File: src/rtl/uart_tx_fifo.sv
// rtl/uart_tx_fifo.sv - UART transmitter fed by a word FIFO, configurable data/parity/stop framing
// Frames leave back-to-back whenever the FIFO holds a word at the end of the last stop bit.
module uart_tx_fifo #(
   parameter int CLK_FREQ   = 36000000,
   parameter int UART_BPS   = 9600,
   parameter int DATA_BITS  = 8,
   parameter int PARITY     = 0,
   parameter int STOP_BITS  = 1,
   parameter int FIFO_DEPTH = 16
) (
   input  logic                          clk,
   input  logic                          rst_n,
   input  logic                          tx_valid,
   input  logic [DATA_BITS-1:0]          tx_data,
   output logic                          tx_ready,
   output logic [$clog2(FIFO_DEPTH):0]   fifo_count,
   output logic                          uart_tx_busy,
   output logic                          tx_done,
   output logic                          uart_txd
);

   localparam int BPS_CNT = CLK_FREQ / UART_BPS;
   localparam int CW      = $clog2(BPS_CNT);
   localparam int AW      = $clog2(FIFO_DEPTH);

   localparam logic [CW-1:0] CLK_LAST  = CW'(BPS_CNT - 1);
   localparam logic [3:0]    DATA_LAST = 4'(DATA_BITS - 1);
   localparam logic [3:0]    STOP_LAST = 4'(STOP_BITS - 1);
   localparam logic [AW:0]   CNT_FULL  = (AW+1)'(FIFO_DEPTH);
   localparam logic [AW:0]   CNT_ONE   = (AW+1)'(1);
   localparam logic          ODD_PAR   = (PARITY == 1);

   typedef enum logic [2:0] {
      S_IDLE,
      S_START,
      S_DATA,
      S_PARITY,
      S_STOP
   } state_t;

   logic [DATA_BITS-1:0] r_mem [FIFO_DEPTH];
   logic [AW-1:0]        r_wr_ptr;
   logic [AW-1:0]        r_rd_ptr;
   logic [AW:0]          r_count;

   state_t               r_state;
   logic [CW-1:0]        r_clk_cnt;
   logic [3:0]           r_bit_cnt;
   logic [DATA_BITS-1:0] r_shift;
   logic                 r_parity;
   logic                 r_txd;
   logic                 r_busy;

   logic                 w_empty;
   logic                 w_full;
   logic                 w_push;
   logic                 w_pop;
   logic                 w_load;
   logic                 w_bit_end;
   logic                 w_done;
   logic [DATA_BITS-1:0] w_head;

   state_t               w_state_nxt;
   logic [CW-1:0]        w_clk_nxt;
   logic [3:0]           w_bit_nxt;
   logic [DATA_BITS-1:0] w_shift_nxt;
   logic                 w_par_nxt;
   logic                 w_txd_nxt;

   assign w_empty   = (r_count == '0);
   assign w_full    = (r_count == CNT_FULL);
   // A pop in this cycle frees a slot, so a full FIFO may still take a word.
   assign tx_ready  = !w_full || w_pop;
   assign w_push    = tx_valid && tx_ready;
   assign w_head    = r_mem[r_rd_ptr];
   assign w_bit_end = (r_clk_cnt == CLK_LAST);

   always_ff @(posedge clk) begin
      if (w_push) begin
         r_mem[r_wr_ptr] <= tx_data;
      end
   end

   always_ff @(posedge clk or negedge rst_n) begin
      if (!rst_n) begin
         r_wr_ptr <= '0;
         r_rd_ptr <= '0;
         r_count  <= '0;
      end else begin
         if (w_push) begin
            r_wr_ptr <= r_wr_ptr + 1'b1;
         end
         if (w_pop) begin
            r_rd_ptr <= r_rd_ptr + 1'b1;
         end
         case ({w_push, w_pop})
            2'b10:   r_count <= r_count + CNT_ONE;
            2'b01:   r_count <= r_count - CNT_ONE;
            default: r_count <= r_count;
         endcase
      end
   end

   always_comb begin
      w_state_nxt = r_state;
      w_clk_nxt   = r_clk_cnt;
      w_bit_nxt   = r_bit_cnt;
      w_shift_nxt = r_shift;
      w_par_nxt   = r_parity;
      w_txd_nxt   = r_txd;
      w_load      = 1'b0;
      w_pop       = 1'b0;
      w_done      = 1'b0;

      if (r_state != S_IDLE) begin
         w_clk_nxt = w_bit_end ? '0 : r_clk_cnt + 1'b1;
      end

      case (r_state)
         S_IDLE: begin
            w_clk_nxt = '0;
            w_txd_nxt = 1'b1;
            w_load    = !w_empty;
         end
         S_START: begin
            if (w_bit_end) begin
               w_state_nxt = S_DATA;
               w_bit_nxt   = '0;
               w_txd_nxt   = r_shift[0];
            end
         end
         S_DATA: begin
            if (w_bit_end) begin
               if (r_bit_cnt == DATA_LAST) begin
                  w_bit_nxt = '0;
                  if (PARITY != 0) begin
                     w_state_nxt = S_PARITY;
                     w_txd_nxt   = r_parity;
                  end else begin
                     w_state_nxt = S_STOP;
                     w_txd_nxt   = 1'b1;
                  end
               end else begin
                  w_bit_nxt   = r_bit_cnt + 4'd1;
                  w_shift_nxt = r_shift >> 1;
                  w_txd_nxt   = r_shift[1];
               end
            end
         end
         S_PARITY: begin
            if (w_bit_end) begin
               w_state_nxt = S_STOP;
               w_bit_nxt   = '0;
               w_txd_nxt   = 1'b1;
            end
         end
         S_STOP: begin
            if (w_bit_end) begin
               if (r_bit_cnt == STOP_LAST) begin
                  w_done = 1'b1;
                  if (w_empty) begin
                     w_state_nxt = S_IDLE;
                  end else begin
                     w_load = 1'b1;
                  end
               end else begin
                  w_bit_nxt = r_bit_cnt + 4'd1;
               end
            end
         end
         default: begin
            w_state_nxt = S_IDLE;
            w_txd_nxt   = 1'b1;
         end
      endcase

      // Popping drives the start bit on the same edge, from IDLE or straight out of STOP.
      if (w_load) begin
         w_pop       = 1'b1;
         w_state_nxt = S_START;
         w_bit_nxt   = '0;
         w_shift_nxt = w_head;
         w_par_nxt   = (^w_head) ^ ODD_PAR;
         w_txd_nxt   = 1'b0;
      end
   end

   always_ff @(posedge clk or negedge rst_n) begin
      if (!rst_n) begin
         r_state   <= S_IDLE;
         r_clk_cnt <= '0;
         r_bit_cnt <= '0;
         r_shift   <= '0;
         r_parity  <= 1'b0;
         r_txd     <= 1'b1;
         r_busy    <= 1'b0;
      end else begin
         r_state   <= w_state_nxt;
         r_clk_cnt <= w_clk_nxt;
         r_bit_cnt <= w_bit_nxt;
         r_shift   <= w_shift_nxt;
         r_parity  <= w_par_nxt;
         r_txd     <= w_txd_nxt;
         r_busy    <= (w_state_nxt != S_IDLE);
      end
   end

   assign uart_txd     = r_txd;
   assign uart_tx_busy = r_busy;
   assign tx_done      = w_done;
   assign fifo_count   = r_count;

endmodule

File: config.mk
export PLATFORM = sky130hd
export DESIGN_NAME = uart_tx_fifo
export DESIGN_NICKNAME = d
export VERILOG_FILES = /design/src/rtl/uart_tx_fifo.sv
export SDC_FILE = /design/constraint.sdc
export NUM_CORES = 1
export LEC_CHECK = 0
export BUFFER_PORTS_ARGS = -buffer_cell sky130_fd_sc_hd__buf_2
export CAP_MARGIN = 15
export CORE_MARGIN = 8
export CORE_UTILIZATION = 37
export CTS_CLUSTER_SIZE = 25
export DETAILED_ROUTE_END_ITERATION = 8
export SLEW_MARGIN = 20
export SYNTH_ARGS = -nofsm -noshare
export SYNTH_HDL_FRONTEND = slang
export SYNTH_SLANG_ARGS = --single-unit
File: constraint.sdc
create_clock -name clk -period 5.6 [get_ports clk]
set_input_delay 0.28 -clock clk [delete_from_list [all_inputs] [get_ports clk]]
set_output_delay 0.28 -clock clk [all_outputs]
set_load 0.01 [all_outputs]
==> results.toml <==
[status]
status = "complete, but fails checks"
violations = "hold timing"

[sta]
timing.hold.ws_ns = -0.00481
fmax_mhz = 290
slew_viol_final = 0
period_share = 0.616
finalCriticalPeriod_ns = 3.45
setup_viol_count_final = 0
worst_clock_skew_ns = 0.0123
tns_ns = 0
worst_pin_slew_ns = 0.954
hold_viol = 5
slew_headroom = 0.364
setup_ws_ns = 2.15
rsz0062_at_grt = "false"

[route]
via_per_inst = 5.17
drt.antenna.violating_nets = 0
drc = 0
drt_iter0_drc = 255
wire_per_inst_um = 18.2
dr_total_vias = 3932
wl_um = 13800
drt_first_pass_iters = 5

[die]
dieArea_um2 = 24600
core_area_um2 = 19500
dieWidth_um = 157
floorplan.initialDensity = 0.378
ios = 20
die_y_um = 157
rows = 51

[clock_network]
htree_num_levels = 4
cts_tree = "done"
root_buffer = "clkbuf_16"
cts_setup_buffers = 0
clk_path_buf_depth = 2
postCtsResizedCells = 0
cts_buffers = 17
clkLatencyLatePin_ns = 0.43
clk_pin_slew_ns = 0.07
clock-sinks = 170
postCtsHoldBufs = 0

[global_route]
antenna_found_initial = 0
grt_overflow = 0
grt_pass1_vias = 4043
track_usage = 0.120
grt_max_degree = 43
grt_pass1_wl_um = 22200

[yosys]
ys_top_cells_by_area = "edfxtp_1 52%, dfrtp_1 14%, mux4_2 9.8%, ha_1 2.0%, xnor2_1 1.9%"
synth_common_cells = "128 x edfxtp_1, 41 x dfrtp_1, 32 x mux4_2"
synth_async_sr_flop_share = 0.247
yosysTopAreaCell = "edfxtp_1"
ys_types = 57
synth_edf_count = 128
yosysSeqAreaShare = 0.666
synth.avg_cell_area_um2 = 16.2
yosys_warnings = 0
synth.most_common_cell = "edfxtp_1"
syn_area_um2 = 7350
yosys_most_used_dff = "edfxtp_1"
yosys.area.top_type_share = 0.523
synth-seq-cells = 170
synth_fp_nets = 477
syn_inst = 453

[layout]
fin_cells = 760
final_cell_area_um2 = 8440
area_delta_synth_final_pct = 14.7
layout-drive-gt1-share = 0.269
diodes = 0
nNetsFinal = 506

[placement]
dp_hpwl_um = 8990
place.gp.congestion = 0.784
place_ws_ns = 2.11
dpl.cell_count = 728
port_buffers = 19
placed_area_um2 = 7800

[power]
power_density_nw_per_um2 = 458
p_sw_frac = 0.317
seqPwrFrac = 0.450
power_uw = 3870
pwr-share-clk = 0.310
p_int_uw = 2640
p_comb_frac = 0.240
switchingPower_uw = 1220
leakagePower_uw = 0.00301
ir_drop_uv = 244

[worst_setup_path]
critPathLaunchType = "flop"
path_max_fanout = 17
required_ns = 5.91
reg2reg_to = "fifo_count[4]"
arrival_ns = 3.75
reg2reg_depth = 13
path_class = "flop to flop"
rr_startpoint = "r_bit_cnt[0]"
cp-end-kind = "flop"
reg2reg_setup_slack_ns = 2.15

[worst_hold_path]
hold_class = "primary input to asynchronous set/reset pin"

[job]
drv_cap = 0
-- worst max path at each step --
stage,start,slack [ns],endpoint,cells past startpoint
2_1_floorplan,r_bit_cnt[0],2.61,fifo_count[4],14
3_3_place_gp,r_bit_cnt[0],2.30,fifo_count[4],13
3_5_place_dp,r_bit_cnt[0],2.11,fifo_count[4],13
4_1_cts,r_bit_cnt[0],2.09,fifo_count[4],13
5_1_grt,r_bit_cnt[0],1.90,fifo_count[4],13
6_report,r_bit_cnt[0],2.15,fifo_count[4],13
-- worst max-delay path, stage by stage (launching register included) --
cell and delay, ns:
dfrtp_1 0.40, inv_1 0.09, ha_1 0.17, nor3b_4 0.25, nand4_4 0.19, a21oi_2 0.62, nand2_1 0.19, inv_1 0.14
ha_1 0.27, nor2b_1 0.14, o21a_1 0.19, or2_2 0.27, a31o_2 0.25, xor2_1 0.14
-- through the flow --
stage | utilization | hold slack, ns
after floorplan | - | -0.0156
after global placement | 0.401 | 0.474
after detailed placement | 0.401 | 0.489
after CTS | 0.433 | 0.0218
after global routing | 0.433 | 0.0701
final | 0.433 | -0.00481
-- registers in the layout (all words and copies together) (netlist names) --
register	flops
r_mem	128
r_clk_cnt	12
r_shift	8
fifo_count	5
r_bit_cnt	4
r_rd_ptr	4
r_wr_ptr	4
r_state	3
uart_tx_busy	1
uart_txd	1
-- cell usage in the layout, fill, tap and decap left out, types with 9 or more instances in the layout --
cell | Yosys | routed
dfrtp_1 | 41 | 39
edfxtp_1 | 128 | 128
xnor2_1 | 16 | 16
o211ai_1 | 9 | 9
nand3_1 | 10 | 10
o22ai_1 | 9 | 9
mux2i_1 | 12 | 12
inv_1 | 10 | 10
nand2_1 | 19 | 19
o21ai_0 | 14 | 14
buf_4 | 2 | 13
clkbuf_16 | 0 | 17
ha_1 | 12 | 12
nor2_1 | 23 | 23
buf_2 | 6 | 19
mux4_2 | 32 | 32
-- per-layer routing --
layer  wire length [um]  GRT usage  up-vias  part of all wire
li1                   -          -     1822                 -
met1               6060      0.150     2017              0.44
met2               6970      0.199       76              0.50
met3                598     0.0310       17             0.043
met4                196     0.0426        0             0.014
met5                  0          0        -                 0
-- area by class of cell --
| class | count | area [um^2] |
|---|---|---|
| Clock buffer | 17 | 425 |
| Inverter | 10 | 37.5 |
| Tap cell | 265 | 332 |
| Clock inverter | 15 | 211 |
| Fill cell | 1700 | 11000 |
| Multi-Input combinational cell | 251 | 2340 |
| Sequential cell | 170 | 4900 |
| Timing Repair Buffer | 32 | 193 |
-- kinds of logic (layout without fill, tap and decap cells) --
kind of cell / Yosys count / count (layout) / share of synthesized area
AOI/OAI and AO/OA: 58 / 58 / 0.0548
muxes: 52 / 52 / 0.127
buffers and inverters: 32 / 74 / 0.0204
DFF: 170 / 170 / 0.666
xor gates and xnor gates: 21 / 21 / 0.0250
and+or+nand+nor: 107 / 107 / 0.0839
adders and majority gates: 13 / 13 / 0.0231
-- power by group through the flow --
stage / clock network, uW / logic (uW) / registers [uW]
global route: 1280 / 1030 / 1770
floorplan: 0 / 768 / 1670
global placement: 0 / 935 / 1750
detailed placement: 0 / 947 / 1770
CTS: 1230 / 952 / 1740
finish: 1200 / 926 / 1740
Power figures use the tool's default switching activity.
